$ cat src/rtl/awg_sweep_ctrl.sv
// awg_sweep_ctrl: stepped frequency sweep sequencer owning the AWG Fre_word/Amp_word.
// Define AWG_SWEEP_BIDIR_EN for up/down (ping-pong) looping instead of restart-at-zero.
module awg_sweep_ctrl #(
  parameter int PHASE_WIDTH  = 32,
  parameter int OUTPUT_WIDTH = 12,
  parameter int CNT_WIDTH    = 16,
  parameter int DWELL_WIDTH  = 24
) (
  input  logic                    clk_in,
  input  logic                    RST,
  input  logic                    start,
  input  logic                    abort,
  input  logic                    loop_en,
  input  logic                    trig_en,
  input  logic                    trig,
  input  logic [PHASE_WIDTH-1:0]  cfg_fre_start,
  input  logic [PHASE_WIDTH-1:0]  cfg_fre_step,
  input  logic [CNT_WIDTH-1:0]    cfg_step_num,
  input  logic [DWELL_WIDTH-1:0]  cfg_dwell,
  input  logic [OUTPUT_WIDTH-1:0] cfg_amp,
  output logic [PHASE_WIDTH-1:0]  Fre_word,
  output logic [OUTPUT_WIDTH-1:0] Amp_word,
  output logic                    busy,
  output logic                    step_tick,
  output logic [CNT_WIDTH-1:0]    step_idx,
  output logic                    done
);
  typedef enum logic [1:0] {IDLE, ARMED, RUN} state_t;
  state_t state, state_nx;
  logic [PHASE_WIDTH-1:0] fre_nx, c_start, c_start_nx, c_step, c_step_nx;
  logic [OUTPUT_WIDTH-1:0] amp_nx, c_amp, c_amp_nx;
  logic [CNT_WIDTH-1:0] idx_nx, c_n, c_n_nx;
  logic [DWELL_WIDTH-1:0] dwell_cnt, dwell_nx, c_dwell, c_dwell_nx;
  logic busy_nx, tick_nx, done_nx, trig_d;
`ifdef AWG_SWEEP_BIDIR_EN
  logic dir, dir_nx, down;
`endif
  // dwell is held as (clocks per point - 1) so a zero setting still gives one clock
  function automatic logic [DWELL_WIDTH-1:0] dwell_m1(input logic [DWELL_WIDTH-1:0] d);
    return (d == '0) ? '0 : d - 1'b1;
  endfunction
  always_comb begin
    state_nx   = state;
    fre_nx     = Fre_word;
    amp_nx     = Amp_word;
    busy_nx    = busy;
    tick_nx    = 1'b0;
    done_nx    = 1'b0;
    idx_nx     = step_idx;
    dwell_nx   = dwell_cnt;
    c_start_nx = c_start;
    c_step_nx  = c_step;
    c_n_nx     = c_n;
    c_dwell_nx = c_dwell;
    c_amp_nx   = c_amp;
`ifdef AWG_SWEEP_BIDIR_EN
    dir_nx     = dir;
    down       = 1'b0;
`endif
    if (abort) begin
      state_nx = IDLE;
      busy_nx  = 1'b0;
      amp_nx   = '0;
`ifdef AWG_SWEEP_BIDIR_EN
      dir_nx   = 1'b0;
`endif
    end else begin
      case (state)
        IDLE: if (start) begin
          c_start_nx = cfg_fre_start;
          c_step_nx  = cfg_fre_step;
          c_n_nx     = cfg_step_num;
          c_dwell_nx = dwell_m1(cfg_dwell);
          c_amp_nx   = cfg_amp;
          busy_nx    = 1'b1;
`ifdef AWG_SWEEP_BIDIR_EN
          dir_nx     = 1'b0;
`endif
          state_nx   = trig_en ? ARMED : RUN;
          if (!trig_en) begin
            fre_nx   = cfg_fre_start;
            amp_nx   = cfg_amp;
            idx_nx   = '0;
            dwell_nx = dwell_m1(cfg_dwell);
            tick_nx  = 1'b1;
          end
        end
        ARMED: if (trig && !trig_d) begin
          state_nx = RUN;
          fre_nx   = c_start;
          amp_nx   = c_amp;
          idx_nx   = '0;
          dwell_nx = c_dwell;
          tick_nx  = 1'b1;
        end
        RUN: if (dwell_cnt != '0) dwell_nx = dwell_cnt - 1'b1;
        else begin
          tick_nx  = 1'b1;
          dwell_nx = c_dwell;
`ifdef AWG_SWEEP_BIDIR_EN
          if (dir || (loop_en && step_idx >= c_n && c_n != '0)) begin
            down   = dir ? (step_idx != '0) : 1'b1;
            dir_nx = down;
            fre_nx = down ? Fre_word - c_step : Fre_word + c_step;
            idx_nx = down ? step_idx - 1'b1 : step_idx + 1'b1;
          end else
`endif
          if (step_idx < c_n) begin
            fre_nx = Fre_word + c_step;
            idx_nx = step_idx + 1'b1;
          end else if (loop_en) begin
            fre_nx = c_start;
            idx_nx = '0;
          end else begin
            state_nx = IDLE;
            tick_nx  = 1'b0;
            done_nx  = 1'b1;
            busy_nx  = 1'b0;
            amp_nx   = '0;
          end
        end
        default: state_nx = IDLE;
      endcase
    end
  end
  always_ff @(posedge clk_in or negedge RST) begin
    if (!RST) begin
      state     <= IDLE;
      Fre_word  <= '0;
      Amp_word  <= '0;
      busy      <= 1'b0;
      step_tick <= 1'b0;
      step_idx  <= '0;
      done      <= 1'b0;
      dwell_cnt <= '0;
      trig_d    <= 1'b0;
      c_start   <= '0;
      c_step    <= '0;
      c_n       <= '0;
      c_dwell   <= '0;
      c_amp     <= '0;
`ifdef AWG_SWEEP_BIDIR_EN
      dir       <= 1'b0;
`endif
    end else begin
      state     <= state_nx;
      Fre_word  <= fre_nx;
      Amp_word  <= amp_nx;
      busy      <= busy_nx;
      step_tick <= tick_nx;
      step_idx  <= idx_nx;
      done      <= done_nx;
      dwell_cnt <= dwell_nx;
      trig_d    <= trig;
      c_start   <= c_start_nx;
      c_step    <= c_step_nx;
      c_n       <= c_n_nx;
      c_dwell   <= c_dwell_nx;
      c_amp     <= c_amp_nx;
`ifdef AWG_SWEEP_BIDIR_EN
      dir       <= dir_nx;
`endif
    end
  end
endmodule
$ cat config.mk
export PLATFORM = sky130hd
export DESIGN_NAME = awg_sweep_ctrl
export DESIGN_NICKNAME = d
export VERILOG_FILES = /design/src/rtl/awg_sweep_ctrl.sv
export SDC_FILE = /design/constraint.sdc
export NUM_CORES = 1
export LEC_CHECK = 0
export ABC_AREA = 1
export BUFFER_PORTS_ARGS = -buffer_cell sky130_fd_sc_hd__buf_4
export CORE_UTILIZATION = 25
export CTS_BUF_LIST = sky130_fd_sc_hd__clkbuf_8
export DETAILED_ROUTE_END_ITERATION = 6
export GPL_TIMING_DRIVEN = 0
export SLEW_MARGIN = 25
export SYNTH_ARGS = -nofsm -noshare
export SYNTH_HDL_FRONTEND = slang
export SYNTH_SLANG_ARGS = --single-unit
export TNS_END_PERCENT = 10
$ cat constraint.sdc
create_clock -name clk_in -period 1.95 [get_ports clk_in]
set_input_delay 0.0975 -clock clk_in [delete_from_list [all_inputs] [get_ports clk_in]]
set_output_delay 0.0975 -clock clk_in [all_outputs]
set_load 0.05 [all_outputs]
# Word level (Yosys, flattened, before mapping)
# Cells that the tools add are included.
[word_totals] register_bits=206 latch_bits=0 ramBits=0 rom_bits=0 in_bits=123 word_cells=102 mem_count=0
[op_classes] add_sub_neg=4 mul=0 div=0 order_cmp=1 n_eq_ne=13 shifts=0 muxes=55 bitwise=1 n_reduce_logical=14
[op_table] op="$mux 32" count=6
[op_table] op="$mux 24" count=5
[op_table] op="$mux 16" count=6
[op_table] op="$pmux 32 s3" count=1
[op_table] op="$mux 12" count=7
[op_table] op="$pmux 24 s3" count=1
[op_table] op="$pmux 16 s3" count=1
[op_table] op="$sub 24x1->24 const B" count=2
[op_table] op="$pmux 12 s3" count=1
[op_table] op="$add 32x32->32" count=1
[op_table] op="$logic_not 24->1" count=1
[op_table] op="$reduce_bool 24->1" count=1
[op_table] op="$ne 3x3->1 const B" count=7
[op_table] op="$mux 1" count=17
[op_table] op="$add 16x1->16 const B" count=1
[op_table] op="$lt 16x16->1" count=1
[op_table] op="$reduce_and 5->1" count=3
[op_table] op="$mux 2" count=7
[op_table] op="$reduce_and 7->1" count=2
[op_table] op="$ne 2x2->1 const B" count=4
[op_table] op="$pmux 2 s3" count=1
[op_table] op="$reduce_bool 3->1" count=2
[op_table] op="$reduce_bool 4->1" count=1
[op_table] op="$pmux 1 s3" count=1
[op_table] op="8 further kinds" count=8

# Longest topological paths before layout
# Gate-level depths: netlist (run 1).
[depth] word_depth=5 ltp_mapped=17 ltp_nobuf=16

# Least setup slack after synthesis (run 1)
# Ideal clock, no wire load.
[synth_path] path_kind="reg-to-reg" start="reg Fre_word[0]" end="reg Fre_word[16]" setup_time_ns=0.119 arrival_ns=2.194 slack_ns=-0.362 stages_incl_launch_ff=16 n_path_buf=0 path_cell_list="dfrtp_1 ha_1 inv_1 fa_1 inv_1 nand3_1 nand2_1 nand2_1 nand2_1 nand2_1 nand3_1 nand2_1 a21oi_1 nor2_1 nor2_1 nor2_1"
[synth_between] elab_chain_len=4
[synth_lines] item="start: declaration" line="21" rtl="output logic [PHASE_WIDTH-1:0] Fre_word,"
[synth_lines] item="start signal: assignment" line="147" rtl="Fre_word <= fre_nx;"
[synth_lines] item="$add 32x32->32" line="109" rtl="fre_nx = Fre_word + c_step;"
[synth_lines] item="$mux 32" line="108" rtl="if (step_idx < c_n) begin"
[synth_lines] item="$mux 32" line="96" rtl="RUN: if (dwell_cnt != '0) dwell_nx = dwell_cnt - 1'b1;"
[synth_lines] item="$pmux 32 s3" line="68" rtl="case (state)"
# No other way between the ends. The select of a mux whose other input is x is not followed.
# A chain may end at the register's enable or synchronous reset.

# Worst setup path in the final report (run 1)
[layout_path] start="reg step_idx[13]" end="reg Fre_word[16]"
[layout_between] elab_chain_len=4
[layout_lines] item="start: declaration" line="25" rtl="output logic [CNT_WIDTH-1:0] step_idx,"
[layout_lines] item="start signal: assignment" line="151" rtl="step_idx <= idx_nx;"
[layout_lines] item="$lt 16x16->1 (*)" line="108"
[layout_lines] item="$mux 32" line="108"
[layout_lines] item="$mux 32" line="96"
[layout_lines] item="$pmux 32 s3" line="68"
# Every way passes the cells marked *; elsewhere a longest branch is shown, timed or not. The select of a mux whose other input is x is not followed.

==> results.ini, run 1 <==
[logic_synthesis]
synth.net_count = 2314
yosysWarnings = 0
synth_edf_count = 0
synthArstFlopShare = 1.00
ys_dominant_reg_cell = dfrtp_1
synth_cell_types = 45
synthCells = 2137
ys_seq_elements = 206
yosysSeqAreaShare = 0.366
avgSynthCellArea_sq_um = 6.60
syn_area_sq_um = 14100

[worst_setup_path]
start_kind = flip-flop
slowest_stage = dfrtp_2
timing.rr.start = step_idx[13]
critPathArrivalTime_ns = 2.72
critPathTopFamily = simple AND/OR/NAND/NOR gates
r2r-end = Fre_word[16]
rrSetupSlack_ns = -0.24
cp-end-kind = flip-flop
crit_chain = ha_4 > nand2_4 > nor4_4 > nand2_2 > nand2_4 > buf_6 > nand3_4 > buf_6 > buf_12 > nand3b_1 > nor2_1 > nor2_1
timing.critical_path.buf_inv = 3
slowest_delay_ns = 0.43
r2r_cells = 12
crit_fanout = 9
worstSetupPathType = reg -> reg
cp.required_ns = 2.49

[layout]
fillers = 5917
area_growth_pct = 44.1
antenna_cells = 0
final_common_cell = nand2_1
fin_util = 0.367
layout-drive-gt1-share = 0.231
final_cell_mix = nand2_1 (755), inv_1 (274), buf_4 (223)
fin_cells = 3310
fin_nets = 2707

[route]
final_antenna_net_count = 0
drc = 0
via_per_inst = 4.52
totalWireLength_microns = 53000
drt-pass1-iter-count = 5
drtIter0Drc = 1080
wire_per_inst_microns = 16.0
num_vias = 14974

[worst_hold_path]
hold-path-endpoint = c_dwell[2]
hp-class = in -> reg
hold_depth = 5
min_from = cfg_dwell[2]

[global_route]
grt_use_total = 0.183
grt_max_degree = 85
grt_busiest_layer = met2
antenna_found_initial = 4
met2_usage = 0.320
grt_util_met3 = 0.0332
grt_pass1_wl_microns = 80500
grt_use_met1 = 0.226
overflow = 0
grt_pass1_vias = 14308

[run]
drv_cap = 0

[clock_network]
insertion_delay_ns = 0.61
cts-root-buf = clkbuf_8
tritoncts = done
ctsHtreeMaxLevel = 2
cts_buffer_depth = 3
cts.reportedPaths.clkPinSlew_ns = 0.06
clock-sinks = 206
cts-buffers-inserted = 43

[die]
core_area_sq_um = 55400
fp.dieW_microns = 239
start_util = 0.254
rows = 86
die_area_sq_um = 57400
num_io_pins = 186
die_h_microns = 239

[placed_design]
port_buffers = 184
hpwl_microns = 39500
place_ws_ns = -0.823
place_congestion = 0.966
dp.cells = 3071

[timing]
hold_viol_final = 0
period_minus_slack_ns = 2.19
worst_pin_slew_ns = 0.597
drv_slew = 0
clock-skew-final_ns = 0.0408
fmax_ghz = 0.457
maxSlewHeadroom = 0.602
rsz0062_at_grt = yes
period_share = 1.12
fin_tns_setup_ns = -9.44
setup_slack_ns = -0.240
setup_viol = 62

[pwr]
p_leak_nw = 9.90
ir_worst_vdd_mv = 0.568
power_density_nw_per_um2 = 1640

[run_status]
status = finished, violations left
violations = setup timing

## cells in the mapped netlist (4+ instances only)
master    count  area [sq um]
o211ai_1      7          52.6
nand2_1     784          2940
xnor2_1      11          96.3
o21ai_1      27           135
nor2_1      194           728
buf_1         4          15.0
a21oi_1      81           405
o22ai_1       4          25.0
nand4_1      21           131
xor2_1       29           254
nor2_2        8          50.1
nand3_1     117           586
inv_1       274          1030
ha_1         53           663
or2_2        14          87.6
buf_4         5          37.5
o21bai_1      7          52.6
o21ai_0     153           766
buf_6         8          90.1
dfrtp_1     206          5150
nand3b_1     20           150
buf_2        23           115
clkbuf_1     32           120
nor3_1       15          75.1
nand3_2       4          40.0
## worst max path at each step
stage,from,endpoint,cells past startpoint,slack [ns]
floorplan,Fre_word[0],Fre_word[16],15,-0.05
global placement,RST,step_idx[13],1,-1.15
detailed placement,state[0],c_n[10],7,-0.82
CTS,c_n[15],Fre_word[15],13,-0.30
global route,c_step[0],Fre_word[8],15,-0.30
finish,step_idx[13],Fre_word[16],12,-0.24
## sequential cells by signal (all words and copies together), names as in the netlist
signal	cells
trig_d	1
c_n	16
c_step	32
state	2
Amp_word	12
c_start	32
done	1
dwell_cnt	24
step_idx	16
c_dwell	24
c_amp	12
Fre_word	32
busy	1
step_tick	1
## power breakdown
group          leakage, nW  switching (mW)  internal, mW
clock                0.572            2.16          3.57
combinational         6.80            12.6          7.20
sequential            2.53            1.54          6.19
## per-stage QoR
step	hold slack [ns]	power, mW	area, sq um
2_1_floorplan	-0.198	19.3	14300
3_5_place_dp	0.0308	24.7	16600
6_report	0.0608	33.3	20300
3_3_place_gp	0.228	24.6	16600
5_1_grt	0.0801	35.9	20300
4_1_cts	0.0324	31.5	19500
## cells by family after synthesis
kind of cell             synth area share
flip-flops                          0.366
AND/OR/NAND/NOR                     0.352
AO/OA/AOI/OAI                       0.107
adder cells (fa/ha/maj)            0.0484
buffers and inverters               0.103
XOR/XNOR                           0.0248
## per-layer routing
layer / share of wire / wire length (microns)
met1: 0.42 / 22400
met2: 0.49 / 25900
met3: 0.061 / 3240
met4: 0.026 / 1400
met5: 0.00087 / 46
## timing repair
action                                 4_1_cts  5_1_grt
gates resized for setup                    104      191
setup buffers                               17       21
hold buffers                               124        0
setup endpoints to repair                  205      192
endpoints found under the hold margin      299        0
cloned                                       2        0
pin swaps                                   22       32
## worst register-to-register path, delay by kind of cell, from the launching register on
| kind | cells | cell delay, ns |
|---|---|---|
| simple gates | 8 | 1.03 |
| flops | 1 | 0.43 |
| buf+inv | 3 | 0.40 |
| fa+ha+maj | 1 | 0.29 |
## area by class of cell
class	count	area, sq um	area share
Inverter	282	1080	0.0531
Clock buffer	58	798	0.0393
Timing Repair Buffer	349	3070	0.151
Clock inverter	19	262	0.0129
Sequential cell	206	5190	0.256
Multi-Input combinational cell	1576	8390	0.413
Buffer	72	601	0.0296
Tap cell	748	936	0.0461
No activity file was read; power rests on OpenSTA's default activity.
==> run 2, diff against run 1 <==
- GPL_TIMING_DRIVEN: 0 -> default
==> results.ini, run 2 (synthesized netlist as in run 1, its figures left out) <==
[layout]
final_common_cell = nand2_1  ; unchanged
fillers = 5766  ; was 5,917
multiInputGateArea_sq_um = 8510  ; was 8390 sq um
fin_nets = 2817  ; was 2,707
reg.largest.list = Fre_word (32), c_start (32), c_step (32)  ; unchanged
final-seq-area_sq_um = 5190  ; about the same
layout-drive-gt1-share = 0.271  ; was 0.231
area_growth_pct = 51.4  ; was 44.1%
final_cell_mix = nand2_1 (738), buf_4 (361), inv_1 (275)  ; was nand2_1 (755), inv_1 (274), buf_4 (223)
fin_util = 0.385  ; was 0.367

[worst_setup_path]
crit_fanout = 6  ; was 9
start_kind = flip-flop  ; unchanged
worstSetupPathType = reg -> reg  ; unchanged
cp-end-kind = flip-flop  ; unchanged
critPathArrivalTime_ns = 2.57  ; was 2.72 ns
cp.required_ns = 2.41  ; was 2.49 ns

[timing]
setup_viol = 61  ; was 62
fmax_ghz = 0.474  ; was 0.457 GHz
hold_viol_final = 0  ; unchanged
maxSlewHeadroom = 0.703  ; was 0.602
clock-skew-final_ns = 0.0284  ; was 0.0408 ns
fin_tns_setup_ns = -4.91  ; was -9.44 ns
period_minus_slack_ns = 2.11  ; was 2.19 ns
period_share = 1.08  ; was 1.12
worst_pin_slew_ns = 0.446  ; was 0.597 ns
setup_slack_ns = -0.158  ; was -0.240 ns
drv_slew = 0  ; unchanged
rsz0062_at_grt = yes  ; unchanged

[clock_network]
clock-sinks = 206  ; unchanged
cts_buffer_depth = 3  ; unchanged
ctsHtreeMaxLevel = 2  ; unchanged
cts.reportedPaths.clkPinSlew_ns = 0.06  ; about the same
cts-root-buf = clkbuf_8  ; unchanged
insertion_delay_ns = 0.60  ; was 0.61 ns
tritoncts = done  ; unchanged
cts-buffers-inserted = 41  ; was 43

[global_route]
grt_pass1_wl_microns = 79800  ; was 80,500 microns
antenna_found_initial = 3  ; was 4
overflow = 0  ; unchanged
grt_use_total = 0.177  ; was 0.183
grt_max_degree = 69  ; was 85
grt_pass1_vias = 15027  ; was 14,308

[pwr]
power_frac_seq = 0.220  ; was 0.232
p_int_mw = 17.8  ; was 17.0 mW
clockPowerShare = 0.134  ; was 0.172
p_leak_nw = 10.5  ; was 9.90 nW
combPwrFrac = 0.647  ; was 0.595
p_sw_frac = 0.480  ; was 0.490
p_sw_mw = 16.4  ; was 16.3 mW
ir_worst_vdd_mv = 0.819  ; was 0.568 mV
power_density_nw_per_um2 = 1600  ; was 1640 nW/um^2

[placed_design]
hpwl_microns = 35800  ; was 39,500 microns
port_buffers = 185  ; was 184
place_congestion = 0.915  ; was 0.966
place_ws_ns = -0.321  ; was -0.823 ns

[run_status]
status = finished, violations left  ; unchanged
violations = setup timing  ; unchanged

[die]
fp.dieW_microns = 239  ; unchanged
die_h_microns = 239  ; unchanged
num_io_pins = 186  ; unchanged
die_area_sq_um = 57400  ; unchanged
rows = 86  ; unchanged
core_area_sq_um = 55400  ; unchanged
start_util = 0.254  ; unchanged

[run]
drv_cap = 0  ; unchanged

[worst_hold_path]
hp-class = in -> async  ; was in -> reg

[route]
drtIter0Drc = 894  ; was 1,080
totalWireLength_microns = 50600  ; was 53,000 microns
via_per_inst = 4.42  ; was 4.52
drc = 0  ; unchanged
final_antenna_net_count = 0  ; unchanged
drt-pass1-iter-count = 5  ; unchanged
wire_per_inst_microns = 14.8  ; was 16.0 microns
num_vias = 15112  ; was 14,974

-- run 2: cell types whose count changed in the layout (fill, tap and decap cells not counted), sizes merged --
cell | before | now
clkinv | 5 | 8
inv | 288 | 293
clkbuf | 88 | 54
bufinv | 7 | 1
diode | 0 | 1
buf | 268 | 404
dlygate4sd3 | 123 | 126
clkinvlp | 1 | 3
-- run 2: metal layers --
metal  up-vias  track usage  share of wire  wire length, microns
li1       7707            -              -                     -
met4         6       0.0546          0.025                  1290
met2       376        0.302           0.48                 24500
met5         -            0        0.00073                    37
met3        86       0.0290          0.046                  2330
met1      6937        0.226           0.44                 22500
-- run 2: timing repair --
item | 4_1_cts | 5_1_grt
buffers inserted | 12 | 3
pin swaps | 34 | 24
hold endpoints to repair | 385 | 4
cloned | 4 | 4
gates resized for setup | 102 | 127
hold buffers | 125 | 1
endpoints found under the setup margin | 66 | 162
-- run 2: area by class of cell --
class | instances | area share
Timing Repair Buffer | 533 | 0.225
Inverter | 282 | 0.0500
Antenna cell | 1 | 0.000117
Multi-Input combinational cell | 1576 | 0.398
Sequential cell | 206 | 0.243
Tap cell | 748 | 0.0438
Clock inverter | 23 | 0.00627
Clock buffer | 51 | 0.0329
-- run 2: final timing paths --
kind,from,endpoint,slack [ns],cells past startpoint
min in group clk_in,trig,trig_d,0.18,2
hold reg to reg,c_step[29],c_step[29],0.48,2
setup reg to reg,step_idx[9],Amp_word[8],-0.16,12
max in group asynchronous,RST,dwell_cnt[23],1.21,3
hold / removal,RST,c_step[12],0.04,2
setup / recovery,step_idx[9],Amp_word[8],-0.16,12
-- run 2: critical path, cell delays in order (launching register included) --
cell and delay, ns:
dfrtp_2 0.42, ha_4 0.29, nand2_4 0.06, nor4_4 0.29, nand2_2 0.11, nand2_4 0.12, buf_6 0.12, nand2_4 0.05
nand2_4 0.07, nand3_4 0.13, clkbuf_16 0.20, nand2_1 0.05, o21ai_1 0.06
-- run 2: power by group through the flow --
stage | sequential [mW] | clock [mW] | combinational [mW]
4_1_cts | 7.34 | 4.75 | 20.7
3_5_place_dp | 7.35 | 0 | 19.5
3_3_place_gp | 7.34 | 0 | 19.4
5_1_grt | 7.74 | 4.89 | 24.5
2_1_floorplan | 8.77 | 0 | 10.6
6_report | 7.51 | 4.58 | 22.1
-- run 2: stage by stage --
step                      cells  instance area, sq um  hold slack, ns  total power, mW
after floorplan            2137                 14300          -0.198             19.3
after global placement     3198                 18000          0.0628             26.7
after detailed placement   3198                 18000          0.0594             26.8
after CTS                  3412                 20700          -0.190             32.8
after global routing       3419                 21300          0.0295             37.1
final                      3420                 21400          0.0357             34.2
==> run 3, diff against run 2 <==
- CELL_PAD_IN_SITES_DETAIL_PLACEMENT: default -> 1
- CELL_PAD_IN_SITES_GLOBAL_PLACEMENT: default -> 1
- PLACE_DENSITY_LB_ADDON: default -> 0.1
- clock period: 1.95 -> 1.75 ns (I/O delays scaled with it)
==> results.ini, run 3 (synthesized netlist as in run 1, its figures left out) <==
[clock_network]
tritoncts = done  ; unchanged
cts.reportedPaths.clkPinSlew_ns = 0.06  ; about the same
cts-root-buf = clkbuf_8  ; unchanged
insertion_delay_ns = 0.63  ; was 0.60 ns
cts_buffer_depth = 3  ; unchanged
ctsHtreeMaxLevel = 2  ; unchanged
clock-sinks = 206  ; unchanged
cts-buffers-inserted = 45  ; was 41

[layout]
stdcell_area_sq_um = 22200  ; was 21,400 sq um
multiInputGateArea_sq_um = 8840  ; was 8510 sq um
final_cell_mix = nand2_1 (714), buf_4 (434), inv_1 (269)  ; was nand2_1 (738), buf_4 (361), inv_1 (275)
final-seq-area_sq_um = 5190  ; about the same
area_growth_pct = 57.7  ; was 51.4%
fin_nets = 2886  ; was 2,817
layout-drive-gt1-share = 0.316  ; was 0.271
final_common_cell = nand2_1  ; unchanged
reg.largest.list = Fre_word (32), c_start (32), c_step (32)  ; unchanged
fillers = 6857  ; was 5,766

[route]
wire_per_inst_microns = 17.6  ; was 14.8 microns
num_vias = 15874  ; was 15,112
drt-pass1-iter-count = 5  ; unchanged
via_per_inst = 4.55  ; was 4.42
final_antenna_net_count = 0  ; unchanged
totalWireLength_microns = 61600  ; was 50,600 microns
drtIter0Drc = 631  ; was 894
drc = 0  ; unchanged

[timing]
setup_slack_ns = -0.382  ; was -0.158 ns
setup_viol = 91  ; was 61
fin_tns_setup_ns = -21.40  ; was -4.91 ns
hold_viol_final = 0  ; unchanged
worst_pin_slew_ns = 0.398  ; was 0.446 ns
rsz0062_at_grt = yes  ; unchanged
period_minus_slack_ns = 2.13  ; was 2.11 ns
drv_slew = 0  ; unchanged
fmax_ghz = 0.469  ; was 0.474 GHz
clock-skew-final_ns = 0.0383  ; was 0.0284 ns
maxSlewHeadroom = 0.732  ; was 0.703
period_share = 1.22  ; was 1.08

[die]
start_util = 0.254  ; unchanged
fp.dieW_microns = 239  ; unchanged
rows = 86  ; unchanged
die_area_sq_um = 57400  ; unchanged
num_io_pins = 186  ; unchanged
core_area_sq_um = 55400  ; unchanged
die_h_microns = 239  ; unchanged

[worst_setup_path]
cp-end-kind = flip-flop  ; unchanged
critPathArrivalTime_ns = 2.61  ; was 2.57 ns
worstSetupPathType = reg -> reg  ; unchanged
slowest_stage = dfrtp_2  ; unchanged
crit_fanout = 8  ; was 6
cp.required_ns = 2.23  ; was 2.41 ns
crit_chain = ha_4 > nand2_4 > nor4_4 > nand2_4 > nand2_8 > nand3_4 > nand2_4 > inv_8 > buf_12 > nor2_4 > nor2_1  ; was ha_4 > nand2_4 > nor4_4 > nand2_2 > nand2_4 > buf_6 > nand2_4 > nand2_4 > nand3_4 > clkbuf_16 > nand2_1 > o21ai_1
cpMostUsedCell = nand2_4  ; unchanged
slowest_delay_ns = 0.43  ; was 0.42 ns
start_kind = flip-flop  ; unchanged

[global_route]
grt_pass1_vias = 17094  ; was 15,027
overflow = 0  ; unchanged
grt_use_total = 0.218  ; was 0.177
grt_pass1_wl_microns = 97100  ; was 79,800 microns
grt_max_degree = 62  ; was 69
antenna_found_initial = 4  ; was 3

[placed_design]
hpwl_microns = 45900  ; was 35,800 microns
port_buffers = 185  ; unchanged
place_congestion = 0.840  ; was 0.915
placed_area_sq_um = 18600  ; was 18,000 sq um

[run_status]
violations = setup timing  ; unchanged
status = finished, violations left  ; unchanged

[worst_hold_path]
hp-class = in -> reg  ; was in -> async

[run]
drv_cap = 0  ; unchanged

[pwr]
ir_worst_vdd_mv = 0.690  ; was 0.819 mV
p_leak_nw = 11.0  ; was 10.5 nW
power_density_nw_per_um2 = 1860  ; was 1600 nW/um^2

==> run 3: per-stage QoR <==
stage | util | instances | setup WS (ns) | power [mW] | hold slack, ns
5_1_grt | 0.401 | 3490 | -0.468 | 44.8 | 0.0429
4_1_cts | 0.390 | 3484 | -0.386 | 40.4 | 0.00269
6_report | 0.401 | 3490 | -0.382 | 41.3 | 0.0477
3_3_place_gp | 0.335 | 3278 | -0.583 | 31.8 | 0.0148
2_1_floorplan | - | 2137 | -0.254 | 21.6 | -0.208
3_5_place_dp | 0.335 | 3278 | -0.651 | 32.1 | 0.0148
==> run 3: critical path: cells and delay by family, from the launching register on <==
family	cells	cell delay, ns
flops	1	0.43
buf+inv	2	0.22
fa+ha+maj	1	0.30
simple gates	8	1.01
==> run 3: path summary, 6_finish.rpt <==
check	depth (start not counted)	to	slack (ns)	startpoint
max in group asynchronous	3	c_amp[1]	1.27	RST
setup / recovery	11	Fre_word[18]	-0.38	step_idx[9]
hold / removal	5	c_dwell[18]	0.05	cfg_dwell[18]
setup reg to reg	11	Fre_word[18]	-0.38	step_idx[9]
hold reg to reg	2	c_dwell[11]	0.48	c_dwell[11]
min in group asynchronous	3	c_n[4]	0.09	RST
==> run 3: what timing repair did <==
item	4_1_cts	5_1_grt
hold buffers	118	0
setup endpoints to repair	201	191
buffers inserted	6	3
gates cloned	4	3
endpoints found under the hold margin	373	0
pin swaps	28	54
resized for setup	186	136
==> run 3: layout make-up <==
cell class,instances,share of cell area
multi-input cells,1579,0.398
repair buffers,595,0.235
flip-flops and latches,206,0.234
inverters,282,0.0486
well taps,748,0.0421
clock buffers,60,0.0371
clock inverters,19,0.00613
diodes,1,0.000113
==> run 3: report_power, final <==
part	switching, mW	internal (mW)
registers	1.44	6.90
clock network	2.52	3.34
logic	15.9	11.2
==> run 3: metal layers <==
metal  up-vias  part of all wire  track usage
met2       208              0.49        0.383
met1      7735              0.45        0.278
met4         6             0.022       0.0569
met3        79             0.030       0.0310
met5         -           0.00065            0
li1       7846                 -            -
